`config.mk`:
```
export PLATFORM = sky130hd
export DESIGN_NAME = mul_4bit_seq
export DESIGN_NICKNAME = d
export VERILOG_FILES = /design/src/rtl/mul_pkg.sv /design/src/rtl/adder_4bit.sv /design/src/rtl/mul_4bit_seq.sv
export SDC_FILE = /design/constraint.sdc
export NUM_CORES = 1
export LEC_CHECK = 0
export ABC_AREA = 0
export BUFFER_PORTS_ARGS = -buffer_cell sky130_fd_sc_hd__buf_4
export CAP_MARGIN = 20
export CORE_MARGIN = 4
export CORE_UTILIZATION = 48
export CTS_BUF_LIST = sky130_fd_sc_hd__clkbuf_2
export DETAILED_ROUTE_END_ITERATION = 6
export PLACE_DENSITY = 0.73
export SYNTH_ARGS = -nofsm -noshare
export SYNTH_HDL_FRONTEND = slang
export SYNTH_SLANG_ARGS = --single-unit
```
`constraint.sdc`:
```
create_clock -name i_clk -period 2 [get_ports i_clk]
set_clock_uncertainty 0.2 [all_clocks]
set_input_delay 0.4 -clock i_clk [delete_from_list [all_inputs] [get_ports i_clk]]
set_output_delay 0.4 -clock i_clk [all_outputs]
set_load 0.05 [all_outputs]
```
`src/rtl/mul_pkg.sv`:
```
// Shared constants and state type for the sequential 4x4 shift-and-add multiplier.
package mul_pkg;
  localparam int OP_W      = 4;
  localparam int PROD_W    = 8;
  localparam logic [1:0] ITER_LAST = 2'd3;

  localparam logic [1:0] ST_IDLE = 2'd0;
  localparam logic [1:0] ST_RUN  = 2'd1;
  localparam logic [1:0] ST_DONE = 2'd2;

  typedef enum logic [1:0] {
    IDLE = ST_IDLE,
    RUN  = ST_RUN,
    DONE = ST_DONE
  } state_t;
endpackage

```
`src/rtl/adder_4bit.sv`:
```
// 4-bit ripple-carry adder built from a chain of full-adder cells.
module adder_4bit (
  input  logic [3:0] a,
  input  logic [3:0] b,
  input  logic       cin,
  output logic [3:0] sum,
  output logic       cout
);
  logic [4:0] carry;

  assign carry[0] = cin;

  generate
    for (genvar gi = 0; gi < 4; gi++) begin : g_fa
      assign sum[gi]       = a[gi] ^ b[gi] ^ carry[gi];
      assign carry[gi + 1] = (a[gi] & b[gi]) | (carry[gi] & (a[gi] ^ b[gi]));
    end
  endgenerate

  assign cout = carry[4];
endmodule

```
`src/rtl/mul_4bit_seq.sv`:
```
// Sequential 4x4 unsigned shift-and-add multiplier with valid/ready on both sides.
// Optional MUL_EARLY_EXIT_EN: a zero operand skips the RUN phase entirely.
module mul_4bit_seq
  import mul_pkg::*;
(
  input  logic              i_clk,
  input  logic              i_rstn,
  input  logic              i_valid,
  output logic              o_ready,
  input  logic [OP_W-1:0]   i_a,
  input  logic [OP_W-1:0]   i_b,
  output logic              o_valid,
  input  logic              i_ready,
  output logic [PROD_W-1:0] o_prod
);
  state_t          state_reg, state_next;
  logic [OP_W-1:0] mcand_reg, mcand_next;
  logic [OP_W-1:0] mplr_reg, mplr_next;
  logic [OP_W-1:0] acc_hi_reg, acc_hi_next;
  logic [1:0]      cnt_reg, cnt_next;

  logic [OP_W-1:0] add_b;
  logic [OP_W-1:0] add_sum;
  logic            add_cout;

  assign add_b = mplr_reg[0] ? mcand_reg : '0;

  adder_4bit u_add (
    .a    (acc_hi_reg),
    .b    (add_b),
    .cin  (1'b0),
    .sum  (add_sum),
    .cout (add_cout)
  );

  always_ff @(posedge i_clk or negedge i_rstn) begin
    if (!i_rstn) begin
      state_reg  <= IDLE;
      mcand_reg  <= '0;
      mplr_reg   <= '0;
      acc_hi_reg <= '0;
      cnt_reg    <= '0;
    end else begin
      state_reg  <= state_next;
      mcand_reg  <= mcand_next;
      mplr_reg   <= mplr_next;
      acc_hi_reg <= acc_hi_next;
      cnt_reg    <= cnt_next;
    end
  end

  always_comb begin
    state_next  = state_reg;
    mcand_next  = mcand_reg;
    mplr_next   = mplr_reg;
    acc_hi_next = acc_hi_reg;
    cnt_next    = cnt_reg;
    case (state_reg)
      IDLE: begin
        if (i_valid) begin
          mcand_next  = i_a;
          mplr_next   = i_b;
          acc_hi_next = '0;
          cnt_next    = '0;
          state_next  = RUN;
`ifdef MUL_EARLY_EXIT_EN
          if (i_a == '0 || i_b == '0) begin
            mplr_next  = '0;
            state_next = DONE;
          end
`endif
        end
      end
      RUN: begin
        // Carry-out lands in the top bit and is absorbed by the right shift.
        {acc_hi_next, mplr_next} = {add_cout, add_sum, mplr_reg[OP_W-1:1]};
        cnt_next = cnt_reg + 2'd1;
        if (cnt_reg == ITER_LAST) begin
          state_next = DONE;
        end
      end
      DONE: begin
        if (i_ready) begin
          state_next = IDLE;
        end
      end
      default: state_next = IDLE;
    endcase
  end

  assign o_ready = (state_reg == IDLE);
  assign o_valid = (state_reg == DONE);
  assign o_prod  = {acc_hi_reg, mplr_reg};
endmodule

```
==> summary.md <==
| Metric | Value |
|---|---|
| Switching power | `slightly above 0.9 mW` |
| Hold Path Origin | `i_ready` |
| Top Ports | `22` |
| Commonest non-fill, non-tap cell in the layout | `buf_4` |
| Pins Over Slew Limit | `0` |
| Class of the most critical setup path | `flop to flop` |
| Failing checks | `negative setup slack` |
| Crit path largest cell delay | `0.43 ns` |
| DRT iter0 DRCs | `4` |
| R2R depth | `8` |
| HP Class | `input port to flop` |
| Syn Inst Count | `68` |
| DP Wirelength | `1.30 mm` |
| Clock Path Buffers | `2` |
| CTS sink cnt | `16` |
| Share of layout cells above drive strength 1 | `0.454` |
| Detailed Routing Iterations Pass 1 | `3` |
| Post-Route WL | `about 1.7 mm` |
| CP dominant cell by count | `fa_2` |
| Antenna-violating nets left | `0` |
| Clock transition at the registers of the reported paths | `around 0.16 ns` |
| Hold Path Depth | `2` |
| Global-route wire length before repair | `between 3 and 4 mm` |
| Wirelength per Cell | `about 15 microns` |
| Leakage power | `around 0.51 nW` |
| Most frequent cells in the layout | `buf_4 (25), dfrtp_1 (14), o22ai_1 (6)` |
| Final worst slack | `-0.194 ns` |
| WP data required | `approximately 2.0 ns` |
| FF-to-FF setup slack | `-0.19 ns` |
| Syn nets | `85` |
| CP cell instances | `and2_4 -> ha_4 -> inv_2 -> fa_2 -> inv_2 -> fa_2 -> fa_2 -> a22o_1` |
| Nets | `115` |
| Height of the die | `49.1 microns` |
| CTS resizes | `0` |
| Largest net degree at the start of global routing | `17` |
| Slew headroom | `0.740` |
| Fillers | `around 130` |
| # H-tree levels | `1` |
| Vias post-DR | `just over 600` |
| Setup crit end kind | `flop` |
| Post-CTS setup buffers | `0` |
| Cell Pwr Density | `~1900 mW/mm^2` |
| Fin crit share | `1.10` |
| Synth Cell Area | `between 800 and 900 sq um` |
| Netlist cell types | `21` |
| Crit start category | `flop` |
| Port Buffers | `21` |
| Total track usage | `0.166` |
| Gate power share | `0.606` |
| Initial antenna violation count | `0` |
| Reg-to-Reg End | `acc_hi_reg[2]$_DFFE_PN0P_` |
| RSZ-0062 raised after global routing | `true` |
| Switching Fraction | `0.472` |
| Critical Path AT | `2.19 ns` |
| Vias/cell | `5.47` |
| Full die area | `roughly 0.0024 sq mm` |
| Vias in the first global route | `~700` |
| Endpoints failing setup | `2` |
| Max-cap violations | `0` |
| Tmin final | `roughly 2.2 ns` |
| Hold-critical path endpoint | `state_reg[1]$_DFFE_PN0P_` |
| Synth Warn # | `0` |
| Status | `finished, violations left` |
| N_diodes | `0` |
| CP Max Fanout | `2` |
| GRT overflow | `0` |
| Clock power share | `0.073` |
| Area growth syn-to-layout | `31.4%` |
| F_max | `456 MHz` |
| CTS Root Cell | `clkbuf_2` |
| Finished Core Util | `0.690` |
| Die W | `49.1 microns` |
| Int Pwr | `around 1.0 mW` |
| Worst Tran Pin Value | `slightly below 0.4 ns` |
| Sequential area share after synthesis | `0.495` |
| Post-Place Setup Slack | `-0.206 ns` |
| Worst path slowest cell | `dfrtp_2` |
| Num CTS Buffers | `3` |
| Fin. Hold Viols | `0` |
| GP Congestion | `roughly 0.72` |
| Core Footprint | `0.00154 sq mm` |
| Peak supply drop | `0.00118 V` |
| Share of power burned in registers | `0.321` |
| #FFs+latches synth | `16` |
| DRC viols | `0` |
| CTS tree | `done` |
| Initial core utilization | `0.525` |
| Reg-to-reg startpoint | `mplr_reg[0]$_DFFE_PN0P_` |
| FP Rows | `14` |
| Skew-Pair Late Insertion Delay | `approximately 0.29 ns` |
| Mean Syn Cell Area | `11.9 sq um` |
## what timing repair did
item | 4_1_cts | 5_1_grt
hold endpoints to repair | 16 | 0
pin swaps | 1 | 0
hold buffers | 1 | 0
endpoints found under the setup margin | 2 | 3
## cell type report
| cell class | instances | area, sq um | area share |
|---|---|---|---|
| clock inverters | 1 | 3.75 | 0.00353 |
| repair buffers | 26 | 198 | 0.186 |
| inverters | 6 | 22.5 | 0.0212 |
| well taps | 16 | 20.0 | 0.0188 |
| multi-input cells | 45 | 402 | 0.378 |
| clock buffers | 3 | 15.0 | 0.0141 |
| flip-flops and latches | 16 | 403 | 0.379 |
## kinds of logic after synthesis
kind of cell | after synthesis | synth area share
fa+ha+maj | 5 | 0.105
simple gates | 17 | 0.128
compound gates | 19 | 0.161
buf+inv | 7 | 0.0371
flops | 16 | 0.495
mux | 4 | 0.0742
## synth_stat cells, drive strengths merged
library cell,instances,share of area
o21ai,2,0.012
nand2,4,0.019
ha,2,0.031
o31ai,1,0.0093
a21oi,4,0.025
a22o,4,0.043
fa,3,0.074
o21bai,1,0.014
dfrtp,16,0.49
o22ai,6,0.046
nor2b,2,0.015
and2,3,0.023
mux2,4,0.074
inv,6,0.028
nand2b,2,0.019
and2b,1,0.0093
nor2,5,0.043
buf,1,0.0093
a221oi,1,0.011
## critical path, delay by kind of cell, from the launching register on
kind	cells	cell delay (ns)
flops	1	0.43
fa+ha+maj	4	1.06
simple gates	1	0.14
compound gates	1	0.21
buf+inv	2	0.08
## power by group through the flow
stage               clock, mW  sequential, mW  combinational [mW]
floorplan                   0           0.842               0.643
global placement            0           0.636                1.19
detailed placement          0           0.639                1.21
CTS                     0.154           0.634                1.21
global route            0.172           0.660                1.31
finish                  0.144           0.633                1.20
## worst max-delay path by stage
stage	depth (start not counted)	start	slack [ns]	end
floorplan	8	mplr_reg[0]$_DFFE_PN0P_	-0.37	acc_hi_reg[2]$_DFFE_PN0P_
global placement	8	mcand_reg[0]$_DFFE_PN0P_	-0.17	acc_hi_reg[2]$_DFFE_PN0P_
detailed placement	8	mcand_reg[0]$_DFFE_PN0P_	-0.21	acc_hi_reg[2]$_DFFE_PN0P_
CTS	8	mcand_reg[0]$_DFFE_PN0P_	-0.20	acc_hi_reg[2]$_DFFE_PN0P_
global route	8	mcand_reg[0]$_DFFE_PN0P_	-0.27	acc_hi_reg[2]$_DFFE_PN0P_
finish	8	mplr_reg[0]$_DFFE_PN0P_	-0.19	acc_hi_reg[2]$_DFFE_PN0P_
## metal layers
metal	global-route usage	vias to the layer above	wire length, microns
met5	0	-	0
met4	0.0807	0	13
met3	0.0459	2	86
met2	0.262	14	839
met1	0.207	307	712
li1	-	295	-
## metrics by stage
step	cells	total power, mW	TNS [ns]	area (sq um)	hold slack (ns)
6_report	113	1.97	-0.309	1060	0.0518
5_1_grt	113	2.14	-0.476	1060	0.0191
4_1_cts	113	2.00	-0.318	1060	0.0268
3_5_place_dp	108	1.85	-0.365	1030	0.0717
3_3_place_gp	108	1.82	-0.290	1030	0.0684
2_1_floorplan	68	1.49	-0.823	835	-0.0956
Note: power is estimated with default switching activity, not from simulation.
